<file path="src/rtl/float_to_int_arbiter_if.sv">
// Requester-side bus of float_to_int_arbiter: per-requester request lanes and the shared response lane.
interface float_to_int_arbiter_if #(
    parameter int NUM_REQ = 4
);
    logic [NUM_REQ-1:0]    req_valid_i;
    logic [32*NUM_REQ-1:0] req_value_i;
    logic [NUM_REQ-1:0]    req_ready_o;
    logic [NUM_REQ-1:0]    resp_valid_o;
    logic [31:0]           resp_value_o;
    logic                  resp_error_o;

    modport master (
        output req_valid_i, req_value_i,
        input  req_ready_o, resp_valid_o, resp_value_o, resp_error_o
    );

    modport slave (
        input  req_valid_i, req_value_i,
        output req_ready_o, resp_valid_o, resp_value_o, resp_error_o
    );
endinterface

</file>
<file path="src/rtl/float_to_int_arbiter.sv">
// Round-robin arbiter sharing one float_to_int unit among NUM_REQ requesters, one conversion in flight.
// Optional watchdog on the WAIT state is enabled by defining FTI_ARB_TIMEOUT_EN.
module float_to_int_arbiter #(
    parameter int NUM_REQ        = 4,
    parameter int TIMEOUT_CYCLES = 64
) (
    input  logic                  clk,
    input  logic                  reset_i,
    float_to_int_arbiter_if.slave bus,
    output logic [31:0]           fti_a_value_o,
    output logic                  fti_exec_strobe_o,
    input  logic [31:0]           fti_z_value_i,
    input  logic                  fti_done_strobe_i
);
    localparam int IDX_W = $clog2(NUM_REQ);

    typedef enum logic [1:0] {ST_IDLE, ST_ISSUE, ST_WAIT, ST_RESP} state_t;

    if (NUM_REQ < 2 || NUM_REQ > 8 || TIMEOUT_CYCLES < 1) begin : g_bad_param
        $error("float_to_int_arbiter: NUM_REQ must be 2..8 and TIMEOUT_CYCLES at least 1");
    end

    state_t             state_q, state_d;
    logic [IDX_W-1:0]   rr_ptr_q, rr_ptr_d;
    logic [IDX_W-1:0]   gnt_q, gnt_d;
    logic [31:0]        a_value_q, a_value_d;
    logic [31:0]        resp_value_q, resp_value_d;
    logic [31:0]        req_word [NUM_REQ];
    logic               grant_found;
    logic [IDX_W-1:0]   grant_idx;
    logic [NUM_REQ-1:0] req_ready;
    logic [NUM_REQ-1:0] resp_valid;

`ifdef FTI_ARB_TIMEOUT_EN
    localparam int CNT_W = $clog2(TIMEOUT_CYCLES + 1);

    logic [CNT_W-1:0] wait_cnt_q, wait_cnt_d;
    logic             resp_error_q, resp_error_d;
    logic             timeout_hit;

    // The counter reads 0 on the first WAIT cycle, so TIMEOUT_CYCLES-1 marks the last one.
    assign timeout_hit = (state_q == ST_WAIT) && (wait_cnt_q == CNT_W'(TIMEOUT_CYCLES - 1));

    always_comb begin : p_watchdog
        wait_cnt_d   = wait_cnt_q;
        resp_error_d = resp_error_q;
        if (state_q == ST_ISSUE) begin
            wait_cnt_d = '0;
        end else if (state_q == ST_WAIT) begin
            wait_cnt_d = wait_cnt_q + 1'b1;
            if (fti_done_strobe_i) begin
                resp_error_d = 1'b0;
            end else if (timeout_hit) begin
                resp_error_d = 1'b1;
            end
        end
    end

    always_ff @(posedge clk or negedge reset_i) begin
        if (!reset_i) begin
            wait_cnt_q   <= '0;
            resp_error_q <= 1'b0;
        end else begin
            wait_cnt_q   <= wait_cnt_d;
            resp_error_q <= resp_error_d;
        end
    end

    assign bus.resp_error_o = resp_error_q && (state_q == ST_RESP);
`else
    assign bus.resp_error_o = 1'b0;
`endif

    for (genvar k = 0; k < NUM_REQ; k++) begin : g_unpack
        assign req_word[k] = bus.req_value_i[32*k +: 32];
    end

    // Search starts one past the last winner, so the previous winner has lowest priority.
    always_comb begin : p_rr_search
        int cand;
        cand        = 0;
        grant_found = 1'b0;
        grant_idx   = '0;
        for (int off = 1; off <= NUM_REQ; off++) begin
            cand = int'(rr_ptr_q) + off;
            if (cand >= NUM_REQ) cand = cand - NUM_REQ;
            if (!grant_found && bus.req_valid_i[IDX_W'(cand)]) begin
                grant_found = 1'b1;
                grant_idx   = IDX_W'(cand);
            end
        end
    end

    // NOTE: every output of a combinational block gets a default before any branch, so no latch is inferred.
    always_comb begin : p_handshake
        req_ready  = '0;
        resp_valid = '0;
        // State is already IDLE while reset is held, so ready is gated by reset as well.
        if (state_q == ST_IDLE && grant_found && reset_i) req_ready[grant_idx] = 1'b1;
        if (state_q == ST_RESP) resp_valid[gnt_q] = 1'b1;
    end

    always_comb begin : p_next
        state_d           = state_q;
        rr_ptr_d          = rr_ptr_q;
        gnt_d             = gnt_q;
        a_value_d         = a_value_q;
        resp_value_d      = resp_value_q;
        fti_exec_strobe_o = 1'b0;
        unique case (state_q)
            ST_IDLE: begin
                if (|req_ready) begin
                    a_value_d = req_word[grant_idx];
                    gnt_d     = grant_idx;
                    rr_ptr_d  = grant_idx;
                    state_d   = ST_ISSUE;
                end
            end
            ST_ISSUE: begin
                fti_exec_strobe_o = 1'b1;
                state_d           = ST_WAIT;
            end
            ST_WAIT: begin
                if (fti_done_strobe_i) begin
                    resp_value_d = fti_z_value_i;
                    state_d      = ST_RESP;
                end
`ifdef FTI_ARB_TIMEOUT_EN
                else if (timeout_hit) begin
                    resp_value_d = '0;
                    state_d      = ST_RESP;
                end
`endif
            end
            ST_RESP: state_d = ST_IDLE;
            default: state_d = ST_IDLE;
        endcase
    end

    // NOTE: state registers use non-blocking assignments so every flop samples pre-edge values.
    always_ff @(posedge clk or negedge reset_i) begin
        if (!reset_i) begin
            state_q      <= ST_IDLE;
            rr_ptr_q     <= IDX_W'(NUM_REQ - 1);
            gnt_q        <= '0;
            a_value_q    <= '0;
            resp_value_q <= '0;
        end else begin
            state_q      <= state_d;
            rr_ptr_q     <= rr_ptr_d;
            gnt_q        <= gnt_d;
            a_value_q    <= a_value_d;
            resp_value_q <= resp_value_d;
        end
    end

    assign bus.req_ready_o  = req_ready;
    assign bus.resp_valid_o = resp_valid;
    assign bus.resp_value_o = resp_value_q;
    assign fti_a_value_o    = a_value_q;
endmodule
</file>
<file path="src/flat_wrapper.sv">
// flat-port wrapper written by rule: the top's interface ports become plain ports
module float_to_int_arbiter_flat 
#(
    parameter int NUM_REQ        = 4,
    parameter int TIMEOUT_CYCLES = 64
)
  (clk, reset_i, fti_a_value_o, fti_exec_strobe_o, fti_z_value_i, fti_done_strobe_i, bus_req_valid_i, bus_req_value_i, bus_req_ready_o, bus_resp_valid_o, bus_resp_value_o, bus_resp_error_o);
  float_to_int_arbiter_if #(.NUM_REQ(NUM_REQ)) bus_i ();
  input  logic clk;
  input  logic reset_i;
  output logic [31:0] fti_a_value_o;
  output logic fti_exec_strobe_o;
  input  logic [31:0] fti_z_value_i;
  input  logic fti_done_strobe_i;
  input wire logic [$bits(bus_i.req_valid_i)-1:0] bus_req_valid_i;
  input wire logic [$bits(bus_i.req_value_i)-1:0] bus_req_value_i;
  output wire logic [$bits(bus_i.req_ready_o)-1:0] bus_req_ready_o;
  output wire logic [$bits(bus_i.resp_valid_o)-1:0] bus_resp_valid_o;
  output wire logic [$bits(bus_i.resp_value_o)-1:0] bus_resp_value_o;
  output wire logic [$bits(bus_i.resp_error_o)-1:0] bus_resp_error_o;
  assign bus_i.req_valid_i = bus_req_valid_i;
  assign bus_i.req_value_i = bus_req_value_i;
  assign bus_req_ready_o = bus_i.req_ready_o;
  assign bus_resp_valid_o = bus_i.resp_valid_o;
  assign bus_resp_value_o = bus_i.resp_value_o;
  assign bus_resp_error_o = bus_i.resp_error_o;
  float_to_int_arbiter #(.NUM_REQ(NUM_REQ), .TIMEOUT_CYCLES(TIMEOUT_CYCLES)) u_core (.clk(clk), .reset_i(reset_i), .bus(bus_i), .fti_a_value_o(fti_a_value_o), .fti_exec_strobe_o(fti_exec_strobe_o), .fti_z_value_i(fti_z_value_i), .fti_done_strobe_i(fti_done_strobe_i));
endmodule
</file>
<file path="config.mk">
export PLATFORM = sky130hd
export DESIGN_NAME = float_to_int_arbiter_flat
export DESIGN_NICKNAME = d
export VERILOG_FILES = /design/src/rtl/float_to_int_arbiter_if.sv /design/src/rtl/float_to_int_arbiter.sv /design/src/flat_wrapper.sv
export SDC_FILE = /design/constraint.sdc
export NUM_CORES = 1
export LEC_CHECK = 0
export BUFFER_PORTS_ARGS = -buffer_cell sky130_fd_sc_hd__buf_2
export CAP_MARGIN = 5
export CORE_MARGIN = 2
export CORE_UTILIZATION = 28
export DETAILED_ROUTE_END_ITERATION = 10
export GPL_TIMING_DRIVEN = 0
export PLACE_DENSITY_LB_ADDON = 0.25
export RECOVER_POWER = 25
export SLEW_MARGIN = 20
export SYNTH_ARGS = -nofsm -noshare
export SYNTH_HDL_FRONTEND = slang
export SYNTH_SLANG_ARGS = --single-unit
export TNS_END_PERCENT = 30
</file>
<file path="constraint.sdc">
create_clock -name clk -period 4 [get_ports clk]
set_input_delay 0.8 -clock clk [delete_from_list [all_inputs] [get_ports clk]]
set_output_delay 0.8 -clock clk [all_outputs]
set_load 0.005 [all_outputs]
</file>
* Word level (Yosys, flattened, before mapping)
Index checks and enable logic that the tools add are counted.
Word-level totals: register bits 70, input bits 167
Cells by class: add/sub/neg operators 8, muxes and demuxes 37, bitwise operators 1, equality and inequality tests 5, reductions and logical operators 15, magnitude comparators 13
Operator list (number):
- binary-select mux 32 bit (select 2 bit) | 1
- 2-to-1 mux 32 bit | 2
- 2-to-1 mux 2 bit | 10
- less-than comparator 2 x 4 -> 1 bit, second input constant | 4
- 2-to-1 mux 1 bit | 15
- >= comparator 3 bit, second input constant | 4
- binary-select mux 1 bit (select 2 bit) | 4
- 2-to-1 mux 4 bit | 2
- case mux 2 bit (4 select lines) | 1
- subtractor 2 x 1 -> 2 bit, second input constant | 4
- logical AND 1 bit | 7
- adder 2 x 2 -> 3 bit, second input constant | 2
- less-than comparator 2 x 3 -> 1 bit, second input constant | 2
- AND reduction 2 bit | 3
- adder 2 x 3 -> 4 bit, second input constant | 1
- demux 1 bit (select 2 bit) | 2
- equality test 2 bit, second input constant | 2
- >= comparator 2 x 1 -> 1 bit, second input constant | 2
- >= comparator 4 x 3 -> 1 bit, second input constant | 1
- != test 2 bit, second input constant | 2
- OR reduction 4 bit | 1
- adder 2 x 1 -> 3 bit, second input constant | 1
- zero test 1 bit | 3
- NOT 2 -> 3 bit | 1
- 2 further kinds | 2

* Longest topological paths before layout
Gate-level depths: netlist of run 1.
depth in word-level cells 24, gate-level depth with buffers 8

* Worst setup path after synthesis of run 1
OpenSTA, ideal clock, no wires.
kind in2out, from input port bus_req_valid_i[1], to output port bus_req_ready_o[1], arrival time 1.845 ns, stages on the path 5, path slack 1.355 ns, path through or3_1 -> o211a_1 -> clkbuf_1 -> nand2_1 -> nor2_1
On the way: longest elaborated chain between the ends 18, elaborated cells between the ends (all ways) 34, classes of those cells order compare (2); mux (23); reduce/logical (9)
Ends and longest elaborated chain:
- from (decl) | line flat_wrapper.sv:15 | input wire logic [$bits(bus_i.req_valid_i)-1:0] bus_req_valid_i;
- binary-select mux 1 bit (select 2 bit) | line float_to_int_arbiter.sv:87 | if (!grant_found && bus.req_valid_i[IDX_W'(cand)]) begin
- 2-to-1 mux 1 bit (not written as such) (2 in a row) | line float_to_int_arbiter.sv:87
- 2-to-1 mux 1 bit | line float_to_int_arbiter.sv:87
- zero test 1 bit | line float_to_int_arbiter.sv:87
- logical AND 1 bit | line float_to_int_arbiter.sv:87
- 2-to-1 mux 1 bit | line float_to_int_arbiter.sv:87
- zero test 1 bit | line float_to_int_arbiter.sv:87
- logical AND 1 bit | line float_to_int_arbiter.sv:87
- 2-to-1 mux 1 bit | line float_to_int_arbiter.sv:87
- zero test 1 bit | line float_to_int_arbiter.sv:87
- logical AND 1 bit | line float_to_int_arbiter.sv:87
- 2-to-1 mux 2 bit | line float_to_int_arbiter.sv:87
- less-than comparator 2 x 3 -> 1 bit (not written as such) / >= comparator 2 x 1 -> 1 bit (equally long branches) | line float_to_int_arbiter.sv:99 | if (state_q == ST_IDLE && grant_found && reset_i) req_ready[grant_idx] = 1'b1;
- logical AND 1 bit (not written as such) | line float_to_int_arbiter.sv:99
- 2-to-1 mux 1 bit (not written as such) | line float_to_int_arbiter.sv:99
- demux 1 bit (select 2 bit)
- 2-to-1 mux 4 bit (*) | line float_to_int_arbiter.sv:99
- to (decl) | line flat_wrapper.sv:17 | output wire logic [$bits(bus_i.req_ready_o)-1:0] bus_req_ready_o;
Every way passes the cells marked *; elsewhere a longest branch is shown, timed or not. The select of a mux whose other input is x is not followed.

* Worst setup path in the final report of run 1
from input port bus_req_valid_i[2], to output port bus_req_ready_o[3]
The elaborated chain is that of the path after synthesis.

==> results.py, run 1 <==
metrics = {
    "placement": {
        "placement.setup.worst_slack_ns": 0.749,
        "dp.final_hpwl_mm": 9.41,
        "placed_cells_incl_taps": 721,
        "detailed_place.area_mm2": 0.00508,
        "port-buffer-count": 238,
        "gp_congestion": 0.806,
    },
    "layout": {
        "insertedDiodeCount": 0,
        "syn2layout_area_growth_pct": 47.1,
        "drive_above_1_share_pct": 56.1,
        "layout.nets": 732,
        "final_cell_count_without_fillers": 737,
        "finalInstanceArea_mm2": 0.00537,
        "num-fill-cells": 1256,
    },
    "sta": {
        "final-max-slew-violation-count": 45,
        "setup_ws_ns": 0.756,
        "worst-slew-pin-transition_ns": 2.30,
        "total_setup_violations_reported_at_the_end_of_the_flow": 0,
        "final_min_period_over_clock_period_pct": 81.1,
        "timing.final.hold_violations": 0,
        "rsz0062_at_grt": "false",
        "setup_total_negative_slack_ns": 0,
        "timing.hold.ws_ns": 0.378,
        "min_period_ns": 3.24,
        "max_slew_margin_pct": -53.3,
        "achievable-frequency_mhz": 308,
        "worst_clock_skew_ns": 0.0102,
    },
    "yosys": {
        "synthesis.area_mm2": 0.00365,
        "proportion_of_netlist_area_held_by_the_largest_area_contributor_pct": 46.6,
        "synth_top_cell_by_area": "dfrtp_1",
        "synth.ff_latch_count": 70,
        "synthesis.instances": 310,
        "yosys.cell_types.count": 40,
        "synth.avg_cell_area_um2": 11.8,
        "ys_async_sr_fraction_pct": 100,
        "primary_flip_flop_cell_chosen_by_synthesis_mapping": "dfrtp_1",
        "synth_fp_nets": 482,
        "netlist_top_cells_area": "dfrtp_1, mux2_2, a222oi_1, mux2i_1, mux2_4",
        "synth_edf_count": 0,
        "yosys_warnings": 0,
        "seq_area_frac_synth_pct": 48.1,
    },
    "flow_run": {
        "max_cap_viols": 1,
    },
    "detailed_routing": {
        "drt_wl_total_mm": 11.7,
        "dr_iter_0_viols": 175,
        "drt-wirelength-per-cell_um": 15.9,
        "routed-via-count": 3493,
        "drtAntennaViolNets": 0,
        "via_density_per_instance": 4.74,
        "drt_pre_antenna_iters": 5,
        "post-route-drc-count": 0,
    },
    "clocking": {
        "cts_hold_buffers": 0,
        "clock_insertion_delay_worst_skew_ns": 0.34,
        "ctsResizeCount": 0,
        "clkSlewWorstSetupHoldPaths_ns": 0.06,
        "ctsHtreeMaxLevel": 3,
        "cts-buffers-inserted": 9,
        "clock_tree.buffer_depth": 2,
        "cts_tree": "built",
        "cts_post_setup_buffers_inserted": 0,
        "cts_num_sinks": 70,
        "clk_root_buffer_cell": "clkbuf_16",
    },
    "critical_path": {
        "critPathLaunchType": "input port",
        "critPathMostFrequentCell": "buf_2",
        "worstPathCellList": "buf_2 -> nand2b_1 -> a21boi_0 -> o21ai_2 -> clkbuf_1 -> nor2b_1 -> buf_2",
        "worstSetupPathType": "input port to primary output",
        "timing.critical_path.slowest_cell_delay_ns": 0.48,
        "startpoint": "bus_req_valid_i[2]",
        "critical_path_buf_inv_count": 3,
        "r2r_path_start": "u_core.rr_ptr_q[1]",
        "crit_slowest_cell": "clkbuf_1",
        "r2r_setup_slk_ns": 1.69,
        "critPathCaptureType": "primary output",
        "cp_top_family": "buffers and inverters",
        "timing.critical_path.required_ns": 3.20,
        "critPathArrivalTime_ns": 2.44,
        "path_max_fanout": 10,
    },
    "die": {
        "die_w_um": 118,
        "die_h_um": 118,
        "boundaryPins": 241,
        "initial_utilization_pct": 28.8,
        "floorplan.core_area_mm2": 0.0127,
        "floorplan.die_area_mm2": 0.0140,
        "core.rowCount": 41,
    },
    "grt": {
        "grt_remaining_overflow": 0,
        "first_pass_grt_wire_length_mm": 18.2,
        "number_of_antenna_violations_at_the_first_check_in_global_routing": 0,
        "grt_start_max_net_pins": 45,
        "number_of_global_route_vias_before_repair": 3550,
        "grt_use_total_pct": 16.8,
    },
    "pwr": {
        "leakage_nw": 2.72,
        "vdd.ir_drop.worst_mv": 0.205,
        "power_density_mw_per_mm2": 701,
    },
    "hold_path": {
        "hold_path_class": "input port to asynchronous set/reset pin",
    },
    "outcome": {
        "outcome": "finished, violations left",
        "failed_checks": "max-capacitance violations, max-slew violations",
    },
}
[Yosys cell counts (2+ instances only)]
cell type,n
dfrtp_1,68
mux2_2,35
nor2_1,30
a21oi_1,25
a222oi_1,24
nand2_1,18
mux2i_1,17
mux2_4,11
clkbuf_1,10
mux2_1,10
o221ai_1,8
buf_2,5
ha_1,5
buf_6,4
buf_1,3
nand2b_1,3
nor2b_1,3
and3_1,2
buf_4,2
dfstp_2,2
inv_1,2
nand3b_1,2
o211ai_1,2
o21a_1,2
o21ai_0,2
[worst reg2reg max path, delay by kind of cell (launching register included)]
family,cells,cell delay [ns]
AND/OR/NAND/NOR,1,0.14
flip-flops,1,0.51
buffers and inverters,2,0.41
AO/OA/AOI/OAI,3,0.80
multiplexers,1,0.32
[cell usage in the layout, fill, tap and decap left out, drive strengths merged, types with 2 or more instances in the layout]
master and instances:
buf 252, dfrtp 68, mux2 56, nor2 30, a21oi 25, a222oi 24
clkbuf 21, nand2 18, mux2i 17, o221ai 8, ha 5, inv 5
nand2b 4, nor2b 3, clkinvlp 3, o21ai 3, nand3b 2, o211ai 2
and3 2, o21a 2, dfstp 2, a31oi 2
[per-layer routing]
layer	vias to the layer above	part of all wire (%)	GRT usage, %
li1	1663	-	-
met2	175	52	30.6
met1	1643	39	18.9
met5	-	0	0
met4	0	1.2	5.42
met3	12	7.6	4.34
[layout make-up]
type / count / area (um2) / area share [%]
clock buffers: 9 / 225 / 4.20
plain buffers: 25 / 139 / 2.59
repair buffers: 239 / 1200 / 22.3
clock inverters: 7 / 81.3 / 1.52
well taps: 172 / 215 / 4.01
flip-flops and latches: 70 / 1750 / 32.7
multi-input cells: 213 / 1750 / 32.6
inverters: 2 / 7.51 / 0.140
[registers in the layout, indices dropped and copies added (netlist names)]
signal and cells:
u_core.bus.resp_value_o 32, u_core.rr_ptr_q 2, u_core.state_q 2, u_core.fti_a_value_o 32
u_core.gnt_q 2
[final timing paths]
path,to,depth (start not counted)
max in group asynchronous,u_core.bus.resp_value_o[27],2
setup / recovery,bus_req_ready_o[3],7
hold / removal,u_core.fti_a_value_o[9],1
min in group clk,u_core.fti_a_value_o[18],2
hold reg to reg,u_core.fti_a_value_o[18],2
setup reg to reg,u_core.fti_a_value_o[29],7
[power breakdown]
part	internal, mW	switching [mW]
Sequential	1.07	0.189
Clock	0.491	0.331
Combinational	0.856	0.822
Total	2.42	1.34
[per-stage QoR]
stage	util (%)	total power [mW]
3_5_place_dp	40.1	2.99
4_1_cts	42.5	3.82
5_1_grt	42.4	4.05
6_report	42.4	3.76
2_1_floorplan	-	2.25
3_3_place_gp	39.9	2.92
[cells by family after synthesis]
| kind of cell | after synthesis | synth area share, % |
|---|---|---|
| AO/OA/AOI/OAI | 71 | 15.2 |
| flip-flops | 70 | 48.1 |
| AND/OR/NAND/NOR | 63 | 7.85 |
| multiplexers | 73 | 23.1 |
| other | 1 | 0.103 |
| buffers and inverters | 27 | 4.01 |
| adder cells (fa/ha/maj) | 5 | 1.71 |
Power figures use the tool's default switching activity.
==> run 2: changes to the inputs <==
--- a/config.mk
+++ b/config.mk
@@ -5,6 +5,7 @@
 export SDC_FILE = /design/constraint.sdc
 export NUM_CORES = 1
 export LEC_CHECK = 0
+export ABC_AREA = 1
 export BUFFER_PORTS_ARGS = -buffer_cell sky130_fd_sc_hd__buf_2
 export CAP_MARGIN = 5
 export CORE_MARGIN = 2
==> constraint.sdc (replaced) <==
create_clock -name clk -period 3 [get_ports clk]
set_input_delay 0.6 -clock clk [delete_from_list [all_inputs] [get_ports clk]]
set_output_delay 0.6 -clock clk [all_outputs]
set_load 0.005 [all_outputs]
==> results.py, run 2 <==
metrics = {
    "grt": {
        "number_of_antenna_violations_at_the_first_check_in_global_routing": 0,
        "grt_remaining_overflow": 0,
        "grt_use_total_pct": 18.2,
        "number_of_global_route_vias_before_repair": 4539,
        "grt_start_max_net_pins": 41,
        "first_pass_grt_wire_length_mm": 23.5,
    },
    "clocking": {
        "cts_tree": "built",
        "clkSlewWorstSetupHoldPaths_ns": 0.06,
        "cts_num_sinks": 70,
        "cts-buffers-inserted": 9,
        "clock_insertion_delay_worst_skew_ns": 0.33,
        "cts_hold_buffers": 0,
        "clock_tree.buffer_depth": 2,
        "ctsHtreeMaxLevel": 3,
        "clk_root_buffer_cell": "clkbuf_16",
    },
    "layout": {
        "syn2layout_area_growth_pct": 44.5,
        "layout.nets": 1058,
        "mostFrequentLayoutCell": "nand2_1",
        "drive_above_1_share_pct": 40.3,
        "multi_input_area_mm2": 0.00235,
        "insertedDiodeCount": 0,
        "num-fill-cells": 1658,
        "finalInstanceArea_mm2": 0.00636,
        "final_cell_mix": "nand2_1, buf_2, nand3_1, dfrtp_1, mux2_2",
        "layout.area.seq_mm2": 0.00175,
    },
    "sta": {
        "min_period_ns": 2.87,
        "setup_total_negative_slack_ns": 0,
        "final_min_period_over_clock_period_pct": 95.5,
        "rsz0062_at_grt": "false",
        "final-max-slew-violation-count": 0,
        "timing.hold.ws_ns": 0.211,
        "timing.final.hold_violations": 0,
        "total_setup_violations_reported_at_the_end_of_the_flow": 0,
        "worst_clock_skew_ns": 0.00479,
        "achievable-frequency_mhz": 349,
        "max_slew_margin_pct": 63.8,
        "worst-slew-pin-transition_ns": 0.543,
    },
    "yosys": {
        "ys_async_sr_fraction_pct": 100,
        "synth.ff_latch_count": 70,
        "synth_top_cell_by_area": "dfrtp_1",
        "synthesis.instances": 622,
        "seq_area_frac_synth_pct": 39.8,
        "yosys_warnings": 0,
        "post_synth_most_frequent_cells": "nand2_1, nand3_1, dfrtp_1, mux2_2, inv_1",
        "primary_flip_flop_cell_chosen_by_synthesis_mapping": "dfrtp_1",
        "proportion_of_netlist_area_held_by_the_largest_area_contributor_pct": 38.6,
        "synth_fp_nets": 794,
        "cell_with_the_most_instances_after_synthesis": "nand2_1",
        "synth.avg_cell_area_um2": 7.08,
        "synth_edf_count": 0,
        "netlist_top_cells_area": "dfrtp_1, nand2_1, mux2_2, nand3_1, buf_4",
        "yosys.cell_types.count": 24,
        "synthesis.area_mm2": 0.00440,
    },
    "detailed_routing": {
        "drt_pre_antenna_iters": 4,
        "post-route-drc-count": 0,
        "dr_iter_0_viols": 158,
        "routed-via-count": 4810,
        "drt-wirelength-per-cell_um": 14.3,
        "via_density_per_instance": 4.36,
        "drt_wl_total_mm": 15.7,
        "drtAntennaViolNets": 0,
    },
    "placement": {
        "dp.final_hpwl_mm": 11.9,
        "port-buffer-count": 239,
        "gp_congestion": 0.768,
        "detailed_place.area_mm2": 0.00589,
    },
    "critical_path": {
        "rr_endpoint": "u_core.fti_a_value_o[10]",
        "ff2ff_path_depth": 18,
        "path_max_fanout": 8,
        "r2r_setup_slk_ns": 0.72,
        "worstSetupPathType": "register to primary output",
        "critPathCaptureType": "primary output",
        "r2r_path_start": "u_core.rr_ptr_q[0]",
        "timing.critical_path.required_ns": 2.40,
        "critPathArrivalTime_ns": 2.27,
        "critPathLaunchType": "register",
    },
    "die": {
        "floorplan.core_area_mm2": 0.0153,
        "core.rowCount": 45,
        "floorplan.die_area_mm2": 0.0167,
        "boundaryPins": 241,
        "die_w_um": 129,
        "initial_utilization_pct": 28.9,
        "die_h_um": 129,
    },
    "pwr": {
        "p_total_mw": 8.61,
        "power_density_mw_per_mm2": 1350,
        "vdd.ir_drop.worst_mv": 0.525,
        "leakage_nw": 3.75,
    },
    "outcome": {
        "outcome": "finished, final reports clean",
    },
    "hold_path": {
        "hold_path_class": "input port to asynchronous set/reset pin",
    },
    "flow_run": {
        "max_cap_viols": 0,
    },
}
run 2: kinds of logic after synthesis:
family / after synthesis / synth area share, %
and+or+nand+nor: 449 / 41.6
DFF: 70 / 39.8
buffers and inverters: 56 / 7.81
muxes: 32 / 8.18
AOI/OAI and AO/OA: 9 / 1.02
adders and majority gates: 5 / 1.42
other: 1 / 0.0851
run 2: area by class of cell:
cell class,instances,area share [%]
inverter,17,1.16
sequential,70,27.6
timing repair buffer,255,20.9
multi-input combinational,496,37.0
tap,211,4.15
clock inverter,6,1.10
clock buffer,10,3.60
buffer,37,4.56
run 2: how the worst max path moves through the flow:
stage,end,cells after the start,start,slack (ns)
5_1_grt,bus_req_ready_o[2],14,u_core.rr_ptr_q[0],0.006
4_1_cts,bus_req_ready_o[3],14,u_core.rr_ptr_q[0],0.02
6_report,bus_req_ready_o[0],12,u_core.rr_ptr_q[0],0.13
3_5_place_dp,bus_req_ready_o[3],8,reset_i,0.05
3_3_place_gp,bus_req_ready_o[3],7,reset_i,-0.77
2_1_floorplan,bus_req_ready_o[0],13,u_core.rr_ptr_q[0],0.67
run 2: layer usage:
layer	vias up	wire, um	track usage [%]	share of wire, %
met3	14	635	2.56	4.0
met4	0	199	5.38	1.3
met2	121	7780	31.9	50
li1	2476	-	-	-
met5	-	0	0	0
met1	2199	7100	23.5	45
run 2: timing repair:
action | CTS | global route
buffers inserted | 0 | 15
resized for setup | 10 | 16
setup endpoints to repair | 4 | 4
pin swaps | 0 | 5
run 2: power by group:
| part | internal (mW) | switching [mW] |
|---|---|---|
| clock | 0.650 | 0.444 |
| combinational | 2.43 | 3.48 |
| sequential | 1.40 | 0.216 |
| total | 4.47 | 4.14 |
run 2: worst max-delay path, stage by stage, from the launching register on:
cell and delay [ns]:
dfstp_2 0.53, buf_8 0.12, nand2_1 0.06, nand2_2 0.11, nand2_2 0.07, nand2_4 0.08
nor2_4 0.05, and3_4 0.17, nor2_4 0.19, clkinv_4 0.13, buf_12 0.16, nor3_4 0.10
buf_2 0.15
run 2: through the flow:
| stage | setup WS [ns] | instances | util [%] |
|---|---|---|---|
| 2_1_floorplan | 0.666 | 622 | - |
| 3_3_place_gp | -0.765 | 1072 | 38.4 |
| 3_5_place_dp | 0.0484 | 1073 | 38.6 |
| 5_1_grt | 0.00625 | 1102 | 41.7 |
| 4_1_cts | 0.0205 | 1088 | 40.7 |
| 6_report | 0.134 | 1102 | 41.7 |
==> run 3: changes to the inputs <==
--- a/config.mk
+++ b/config.mk
@@ -5,7 +5,6 @@
 export SDC_FILE = /design/constraint.sdc
 export NUM_CORES = 1
 export LEC_CHECK = 0
-export ABC_AREA = 1
 export BUFFER_PORTS_ARGS = -buffer_cell sky130_fd_sc_hd__buf_2
 export CAP_MARGIN = 5
 export CORE_MARGIN = 2
==> results.py, run 3 (synthesized netlist as in run 1, its figures left out) <==
metrics = {
    "outcome": {
        "outcome": "finished, violations left",
        "failed_checks": "max-capacitance violations, max-slew violations",
    },
    "layout": {
        "finalInstanceArea_mm2": 0.00540,
        "drive_above_1_share_pct": 56.6,
        "insertedDiodeCount": 0,
        "final_cell_mix": "buf_2, dfrtp_1, mux2_2, nor2_1, a21oi_1",
        "mostFrequentLayoutCell": "buf_2",
        "layout.nets": 734,
        "final_cell_count_without_fillers": 739,
        "syn2layout_area_growth_pct": 47.9,
    },
    "critical_path": {
        "path_max_fanout": 10,
        "critPathCaptureType": "primary output",
        "critPathLaunchType": "register",
        "timing.critical_path.required_ns": 2.40,
        "critPathArrivalTime_ns": 2.24,
        "worstSetupPathType": "register to primary output",
    },
    "die": {
        "boundaryPins": 241,
        "floorplan.core_area_mm2": 0.0127,
        "die_w_um": 118,
        "initial_utilization_pct": 28.8,
        "core.rowCount": 41,
        "die_h_um": 118,
        "floorplan.die_area_mm2": 0.0140,
    },
    "sta": {
        "worst_clock_skew_ns": 0.00895,
        "min_period_ns": 2.84,
        "setup_ws_ns": 0.162,
        "timing.final.hold_violations": 0,
        "final-max-slew-violation-count": 45,
        "final_min_period_over_clock_period_pct": 94.6,
        "timing.hold.ws_ns": 0.175,
        "total_setup_violations_reported_at_the_end_of_the_flow": 0,
        "worst-slew-pin-transition_ns": 1.92,
        "max_slew_margin_pct": -27.7,
        "achievable-frequency_mhz": 352,
        "rsz0062_at_grt": "false",
    },
    "grt": {
        "first_pass_grt_wire_length_mm": 18.2,
        "number_of_global_route_vias_before_repair": 3550,
        "grt_use_total_pct": 16.8,
        "grt_remaining_overflow": 0,
        "number_of_antenna_violations_at_the_first_check_in_global_routing": 0,
        "grt_start_max_net_pins": 45,
    },
    "detailed_routing": {
        "drt-wirelength-per-cell_um": 15.9,
        "dr_iter_0_viols": 181,
        "drt_pre_antenna_iters": 5,
        "drtAntennaViolNets": 0,
        "via_density_per_instance": 4.77,
        "met2RoutedLength_mm": 6.13,
        "wirelength_met1_mm": 4.55,
        "met3WireLength_um": 908,
        "post-route-drc-count": 0,
        "routed-via-count": 3523,
        "top_layer": "met4",
        "drt_wl_total_mm": 11.7,
    },
    "clocking": {
        "cts_num_sinks": 70,
        "ctsHtreeMaxLevel": 3,
        "clk_root_buffer_cell": "clkbuf_16",
        "cts_tree": "built",
        "clock_insertion_delay_worst_skew_ns": 0.34,
        "cts_hold_buffers": 0,
        "cts-buffers-inserted": 9,
        "clkSlewWorstSetupHoldPaths_ns": 0.06,
        "clock_tree.buffer_depth": 2,
    },
    "pwr": {
        "vdd.ir_drop.worst_mv": 0.280,
        "p_total_mw": 5.04,
        "power_density_mw_per_mm2": 934,
        "leakage_nw": 2.74,
    },
    "placement": {
        "detailed_place.area_mm2": 0.00508,
        "placement.setup.worst_slack_ns": 0.149,
        "gp_congestion": 0.806,
        "placed_cells_incl_taps": 721,
        "port-buffer-count": 238,
        "dp.final_hpwl_mm": 9.41,
    },
    "flow_run": {
        "max_cap_viols": 1,
    },
    "hold_path": {
        "hold_path_class": "input port to asynchronous set/reset pin",
    },
}
-- run 3: cell count changes in the layout (fill, tap and decap cells not counted), moves of 11 or more --
cell / delta
nor2_1: +24
mux2_4: +11
a21oi_1: +22
buf_4: -21
a222oi_1: +24
mux2i_1: +17
nand3_1: -70
nand2_1: -332
-- run 3: per-layer routing --
layer,global-route usage [%],vias to the layer above
met4,5.42,0
met2,30.6,174
met1,18.9,1668
met3,4.34,12
li1,-,1669
met5,0,-
-- run 3: area by class of cell --
class | instances | area (um2)
Clock buffer | 9 | 225
Multi-Input combinational cell | 213 | 1750
Fill cell | 1255 | 7280
Buffer | 25 | 140
Clock inverter | 7 | 81.3
Timing Repair Buffer | 241 | 1220
Inverter | 2 | 7.51
Sequential cell | 70 | 1750
Tap cell | 172 | 215
-- run 3: through the flow --
step                      TNS [ns]  utilization, %
after floorplan                  0               -
after global placement       -8.30            39.9
after detailed placement         0            40.1
after CTS                        0            42.5
after global routing             0            42.6
final                            0            42.6
-- run 3: what timing repair did --
item / 4_1_cts / 5_1_grt
gates cloned: 0 / 0
buffers inserted: 0 / 2
resized for setup: 1 / 1
pin swaps: 0 / 2
endpoints found under the setup margin: 2 / 3
-- run 3: critical path, cell delays in order (launching register included) --
cell and delay [ns]:
dfstp_2 0.51, buf_4 0.15, nand2b_1 0.11, a21boi_0 0.09, o21ai_2 0.40, clkbuf_2 0.34, nor2b_1 0.17, buf_2 0.13
-- run 3: path summary, 6_finish.rpt --
| path | startpoint | end | slack (ns) | depth (start not counted) |
|---|---|---|---|---|
| worst max-delay path | u_core.rr_ptr_q[1] | bus_req_ready_o[3] | 0.16 | 7 |
| worst min-delay path | reset_i | u_core.fti_a_value_o[9] | 0.18 | 1 |
| worst max register to register | u_core.rr_ptr_q[1] | u_core.fti_a_value_o[29] | 0.71 | 7 |
| worst min register to register | u_core.fti_a_value_o[18] | u_core.fti_a_value_o[18] | 0.49 | 2 |
| max in group asynchronous | reset_i | u_core.bus.resp_value_o[27] | 0.59 | 2 |
| min in group clk | fti_z_value_i[15] | u_core.bus.resp_value_o[15] | 0.49 | 2 |
-- run 3: power breakdown --
group	switching [mW]	total (mW)	internal, mW
clock network	0.441	1.10	0.655
registers	0.252	1.68	1.43
logic	1.10	2.26	1.16
